File: config.mk
export PLATFORM = sky130hd
export DESIGN_NAME = riscv_alu_ahb_master
export DESIGN_NICKNAME = d
export VERILOG_FILES = /design/src/rtl/riscv_alu_ahb_master.sv
export SDC_FILE = /design/constraint.sdc
export NUM_CORES = 1
export LEC_CHECK = 0
export ABC_AREA = 1
export CAP_MARGIN = 20
export CELL_PAD_IN_SITES_DETAIL_PLACEMENT = 1
export CELL_PAD_IN_SITES_GLOBAL_PLACEMENT = 2
export CORE_MARGIN = 3
export CORE_UTILIZATION = 37
export CTS_CLUSTER_DIAMETER = 150
export DETAILED_ROUTE_END_ITERATION = 7
export DONT_BUFFER_PORTS = 1
export GPL_ROUTABILITY_DRIVEN = 0
export PLACE_DENSITY = 0.82
export SYNTH_ARGS = -nofsm -noshare
export SYNTH_HDL_FRONTEND = slang
export SYNTH_SLANG_ARGS = --single-unit
File: constraint.sdc
create_clock -name HCLK -period 2.07 [get_ports HCLK]
set_input_delay 0.621 -clock HCLK [delete_from_list [all_inputs] [get_ports HCLK]]
set_output_delay 0.621 -clock HCLK [all_outputs]
set_load 0.01 [all_outputs]
File: src/rtl/riscv_alu_ahb_master.sv
// AHB-Lite master driving a memory-mapped ALU slave: writes op, A and B, then reads back the result.
// Transfers are single NONSEQ words, pipelined address/data phases, with two-cycle error handling.
package riscv_alu_ahb_pkg;
    localparam logic PROT_NOTCACHE = 1'b0;
    localparam logic PROT_UNBUF    = 1'b0;
    localparam logic PROT_USER     = 1'b0;
    localparam logic PROT_DATA     = 1'b1;
    localparam logic [1:0] HTRANS_IDLE   = 2'b00;
    localparam logic [1:0] HTRANS_NONSEQ = 2'b10;
    localparam logic [1:0] HRESP_OKAY    = 2'b00;
endpackage

module riscv_alu_ahb_master
    import riscv_alu_ahb_pkg::*;
#(
    parameter int                W_ADDR    = 32,
    parameter int                W_DATA    = 32,
    parameter logic [W_ADDR-1:0] BASE_ADDR = 32'h0,
    parameter logic [3:0]        DEF_HPROT = {PROT_NOTCACHE, PROT_UNBUF, PROT_USER, PROT_DATA}
) (
    input  logic              HCLK,
    input  logic              HRESETn,
    input  logic              start_i,
    input  logic [3:0]        op_i,
    input  logic [31:0]       a_i,
    input  logic [31:0]       b_i,
    output logic              ready_o,
    output logic              done_o,
    output logic              err_o,
    output logic [31:0]       result_o,
    output logic [1:0]        out_m_HTRANS,
    output logic [2:0]        out_m_HBURST,
    output logic [2:0]        out_m_HSIZE,
    output logic [3:0]        out_m_HPROT,
    output logic [W_ADDR-1:0] out_m_HADDR,
    output logic              out_m_HWRITE,
    output logic [W_DATA-1:0] out_m_HWDATA,
    input  logic              m_HREADY,
    input  logic [1:0]        m_HRESP,
    input  logic [W_DATA-1:0] m_HRDATA
);

    typedef enum logic [1:0] {ST_IDLE, ST_ADDR, ST_LAST, ST_ERR} state_t;

    state_t              state_r, state_s;
    logic [1:0]          idx_r, idx_s;
    logic [1:0]          htrans_r, htrans_s;
    logic [W_ADDR-1:0]   haddr_r, haddr_s;
    logic                hwrite_r, hwrite_s;
    logic [W_DATA-1:0]   hwdata_r, hwdata_s;
    logic                ready_r, ready_s;
    logic                done_r, done_s;
    logic                err_r, err_s;
    logic [31:0]         result_r, result_s;
    logic [3:0]          op_r, op_s;
    logic [31:0]         a_r, a_s, b_r, b_s;
    logic                bus_err_s;

    // Write data for transfer idx; the read slot carries no data.
    function automatic logic [W_DATA-1:0] wdata_sel(input logic [1:0] idx, input logic [3:0] op,
                                                     input logic [31:0] a, input logic [31:0] b);
        case (idx)
            2'd0:    wdata_sel = W_DATA'({28'h0, op});
            2'd1:    wdata_sel = W_DATA'(a);
            2'd2:    wdata_sel = W_DATA'(b);
            default: wdata_sel = {W_DATA{1'b0}};
        endcase
    endfunction

    // Next-state and next-output logic for the transfer sequencer.
    always_comb begin
        state_s   = state_r;
        idx_s     = idx_r;
        htrans_s  = htrans_r;
        haddr_s   = haddr_r;
        hwrite_s  = hwrite_r;
        hwdata_s  = hwdata_r;
        done_s    = 1'b0;
        err_s     = 1'b0;
        result_s  = result_r;
        op_s      = op_r;
        a_s       = a_r;
        b_s       = b_r;
        bus_err_s = (m_HRESP != HRESP_OKAY) && !m_HREADY;
        case (state_r)
            ST_IDLE: begin
                if (start_i) begin
                    state_s  = ST_ADDR;
                    op_s     = op_i;
                    a_s      = a_i;
                    b_s      = b_i;
                    idx_s    = 2'd0;
                    htrans_s = HTRANS_NONSEQ;
                    haddr_s  = BASE_ADDR;
                    hwrite_s = 1'b1;
                end else begin
                    htrans_s = HTRANS_IDLE;
                end
            end
            ST_ADDR: begin
                // Transfer 0 has no data phase in flight yet, so HRESP is ignored then.
                if ((idx_r != 2'd0) && bus_err_s) begin
                    state_s  = ST_ERR;
                    htrans_s = HTRANS_IDLE;
                end else if (m_HREADY) begin
                    hwdata_s = wdata_sel(idx_r, op_r, a_r, b_r);
                    if (idx_r == 2'd3) begin
                        state_s  = ST_LAST;
                        htrans_s = HTRANS_IDLE;
                        hwrite_s = 1'b0;
                    end else begin
                        idx_s    = idx_r + 2'd1;
                        haddr_s  = BASE_ADDR + W_ADDR'({idx_r + 2'd1, 2'b00});
                        hwrite_s = (idx_r != 2'd2);
                    end
                end else begin
                    state_s = ST_ADDR;
                end
            end
            ST_LAST: begin
                if (bus_err_s) begin
                    state_s = ST_ERR;
                end else if (m_HREADY) begin
                    state_s  = ST_IDLE;
                    done_s   = 1'b1;
                    err_s    = (m_HRESP != HRESP_OKAY);
                    result_s = (m_HRESP == HRESP_OKAY) ? m_HRDATA[31:0] : 32'h0;
                end else begin
                    state_s = ST_LAST;
                end
            end
            ST_ERR: begin
                htrans_s = HTRANS_IDLE;
                if (m_HREADY) begin
                    state_s  = ST_IDLE;
                    done_s   = 1'b1;
                    err_s    = 1'b1;
                    result_s = 32'h0;
                end else begin
                    state_s = ST_ERR;
                end
            end
            default: begin
                state_s  = ST_IDLE;
                htrans_s = HTRANS_IDLE;
            end
        endcase
        ready_s = (state_s == ST_IDLE);
    end

    // State and registered-output update.
    always_ff @(posedge HCLK or negedge HRESETn) begin
        if (!HRESETn) begin
            state_r  <= ST_IDLE;
            idx_r    <= 2'd0;
            htrans_r <= HTRANS_IDLE;
            haddr_r  <= {W_ADDR{1'b0}};
            hwrite_r <= 1'b0;
            hwdata_r <= {W_DATA{1'b0}};
            ready_r  <= 1'b1;
            done_r   <= 1'b0;
            err_r    <= 1'b0;
            result_r <= 32'h0;
            op_r     <= 4'h0;
            a_r      <= 32'h0;
            b_r      <= 32'h0;
        end else begin
            state_r  <= state_s;
            idx_r    <= idx_s;
            htrans_r <= htrans_s;
            haddr_r  <= haddr_s;
            hwrite_r <= hwrite_s;
            hwdata_r <= hwdata_s;
            ready_r  <= ready_s;
            done_r   <= done_s;
            err_r    <= err_s;
            result_r <= result_s;
            op_r     <= op_s;
            a_r      <= a_s;
            b_r      <= b_s;
        end
    end

    assign ready_o      = ready_r;
    assign done_o       = done_r;
    assign err_o        = err_r;
    assign result_o     = result_r;
    assign out_m_HTRANS = htrans_r;
    assign out_m_HBURST = 3'b000;
    assign out_m_HSIZE  = 3'b010;
    assign out_m_HPROT  = DEF_HPROT;
    assign out_m_HADDR  = haddr_r;
    assign out_m_HWRITE = hwrite_r;
    assign out_m_HWDATA = hwdata_r;

endmodule

==> metrics.cfg <==
[run_status]
status = finished with violations
violations = negative hold slack

[sta]
max_slew_margin_pct = 61.0
tns_ns = 0
rsz0062_at_grt = no
finalMaxSlewViolations = 0
tightest_slew_ns = 0.583
hold_ws_ns = -0.109
setup_viol = 0
skew_ns = 0.0154
fmax_ghz = 0.541
hold_violations = 140
fin_crit_sh_pct = 89.3
min_period_ns = 1.85

[critical_path]
cp_cell_sequence = inv_1, ha_1, nand2_4, buf_4, nor2_1, a21oi_1
cp-start-kind = register
crit_arrival_ns = 2.18
endpoint_kind = register
crit_type = reg -> reg
max_stage_delay_ns = 0.42
cp.required_ns = 2.40
cp_max_fo = 33
critPathSlowestCell = dfrtp_1

[place]
dp.cells = 827
dp.final_hpwl_um = 11300
io_buffer_count = 0

[clock_tree]
cts_tree = yes
clk_latency_ns = 0.42
clockRootBuffer = clkbuf_16
clockBufferDepth = 2
postCtsSetupBuffers = 0
numCtsBuffers = 17
clock_sinks = 141
h-tree-depth = 4
path_clk_slew_ns = 0.06

[routing]
routed_wl_um = 16300
wl_per_cell_um = 19.0
vias = 4373
drt-initial-drc-count = 178
vias_per_cell = 5.09
drc = 0
firstDrtPassIters = 4
antenna_left = 0

[logic_synthesis]
synth_area_um2 = 6210
synth_top_family_by_area = compound AO/OA/AOI/OAI gates
synthTopCellsByArea = dfrtp_1, a21oi_1, nor2_1, buf_4, a22o_1
synth_cells = 639
synth_top_area_share_pct = 56.4
synth_area_per_cell_um2 = 9.72
synth-simple-area-share_pct = 11.4
synth_cell_types = 24
synth-seq-cells = 141
synthAdderAreaFrac_pct = 1.81
yosysWarnings = 0
seq_area_frac_synth_pct = 56.8
synthMuxAreaShare_pct = 2.90
synthXorXnorAreaFrac_pct = 0
synth_compound_area_share_pct = 15.0
synth_top_cell_by_area = dfrtp_1

[floorplanning]
die_h_um = 136
start_util_pct = 38.4
fp-row-count = 46
io_pins = 218
core_area_um2 = 16200
die_area_um2 = 18400
chipWidth_um = 136

[grt]
grt_pass1_vias = 4795
grt_overflow_total = 0
grt_pass1_wl_um = 25400
grt_max_degree = 142
track_usage_pct = 17.7
antenna_found_initial = 0

[cells_and_area]
drive_above_1_share_pct = 10.3
seq_area_um2 = 3530
final_cells = 859
nNetsFinal = 745
area_growth_pct = 10.3
final_common_cell = dfrtp_1
multi_input_area_um2 = 2100
filler_cell_count = 1871
insertedDiodeCount = 0
most-common-layout-cells = dfrtp_1, nor2_1, a21oi_1, inv_1, nand3_1

[power]
ir_worst_vdd_mv = 0.590
p_leak_nw = 3.29
powerDensity_nw_per_um2 = 1690

[worst_hold_path]
worstHoldPathType = in -> async

[flow_run]
maxCapViolations = 0

## path summary, 6_finish.rpt
check	depth (start not counted)	slack [ns]	from	end
max	6	0.22	state_r[0]	b_r[29]
min in group HCLK	1	0.35	op_i[3]	op_r[3]
min reg2reg	1	0.51	b_r[31]	b_r[31]
min	0	-0.11	HRESETn	result_o[11]
max in group asynchronous	0	1.89	HRESETn	ready_o
max reg2reg	6	0.22	state_r[0]	b_r[29]
## per-stage QoR
stage                     cell area (um2)  power [mW]  worst slack (ns)  util (%)
after floorplan                      6360        7.67             0.497         -
after global placement               6290        8.43             0.184      38.9
after detailed placement             6290        8.74            0.0833      38.9
after CTS                            6850        11.7            0.0713      42.3
after global routing                 6850        12.4            0.0962      42.4
final                                6850        11.5             0.222      42.4
## critical path, delay by kind of cell (launching register included)
kind	cells	cell delay (ns)
adders and majority gates	1	0.29
buffers and inverters	2	0.42
and+or+nand+nor	2	0.48
AOI/OAI and AO/OA	1	0.12
DFF	1	0.42
## synth_stat cells, drive strengths merged
library cell  number
a21oi             87
a22o              34
buf               66
clkbuf            12
clkinv             2
conb               2
dfrtp            140
dfstp              1
ha                 9
inv               65
mux2              16
nand2             38
nand3             43
nor2              90
o21ai              7
o22ai             26
or2                1
## power by group
| part | leakage [nW] | internal (mW) | total, mW | switching, mW |
|---|---|---|---|---|
| Combinational | 1.37 | 1.40 | 3.45 | 2.04 |
| Sequential | 1.67 | 4.09 | 5.20 | 1.11 |
| Clock | 0.252 | 1.69 | 2.90 | 1.21 |
## sequential cells by signal (all words and copies together) (netlist names), 2 cells and up
name	count
a_r	32
out_m_HWDATA	32
result_o	32
b_r	32
out_m_HADDR	2
state_r	2
op_r	4
## area by class of cell
class / count / area share (%)
Clock buffer: 20 / 6.52
Clock inverter: 12 / 1.66
Inverter: 67 / 3.73
Multi-Input combinational cell: 392 / 30.7
Sequential cell: 141 / 51.5
Tap cell: 216 / 3.94
Timing Repair Buffer: 11 / 1.94
## cells by family after synthesis
logic type,Yosys count
flip-flops,141
AND/OR/NAND/NOR,172
buffers and inverters,145
multiplexers,16
adder cells (fa/ha/maj),9
other,2
AO/OA/AOI/OAI,154
## metal layers
| metal | track usage, % | up-vias | wire length [um] |
|---|---|---|---|
| li1 | - | 2015 | - |
| met1 | 19.9 | 2159 | 6440 |
| met2 | 29.8 | 174 | 8010 |
| met3 | 7.76 | 25 | 1610 |
| met4 | 6.44 | 0 | 279 |
| met5 | 0 | - | 0 |
## what timing repair did
action	in CTS	in global routing
setup endpoints to repair	0	34
hold endpoints to repair	140	140
resized for setup	0	1
No activity file was read; power rests on OpenSTA's default activity.
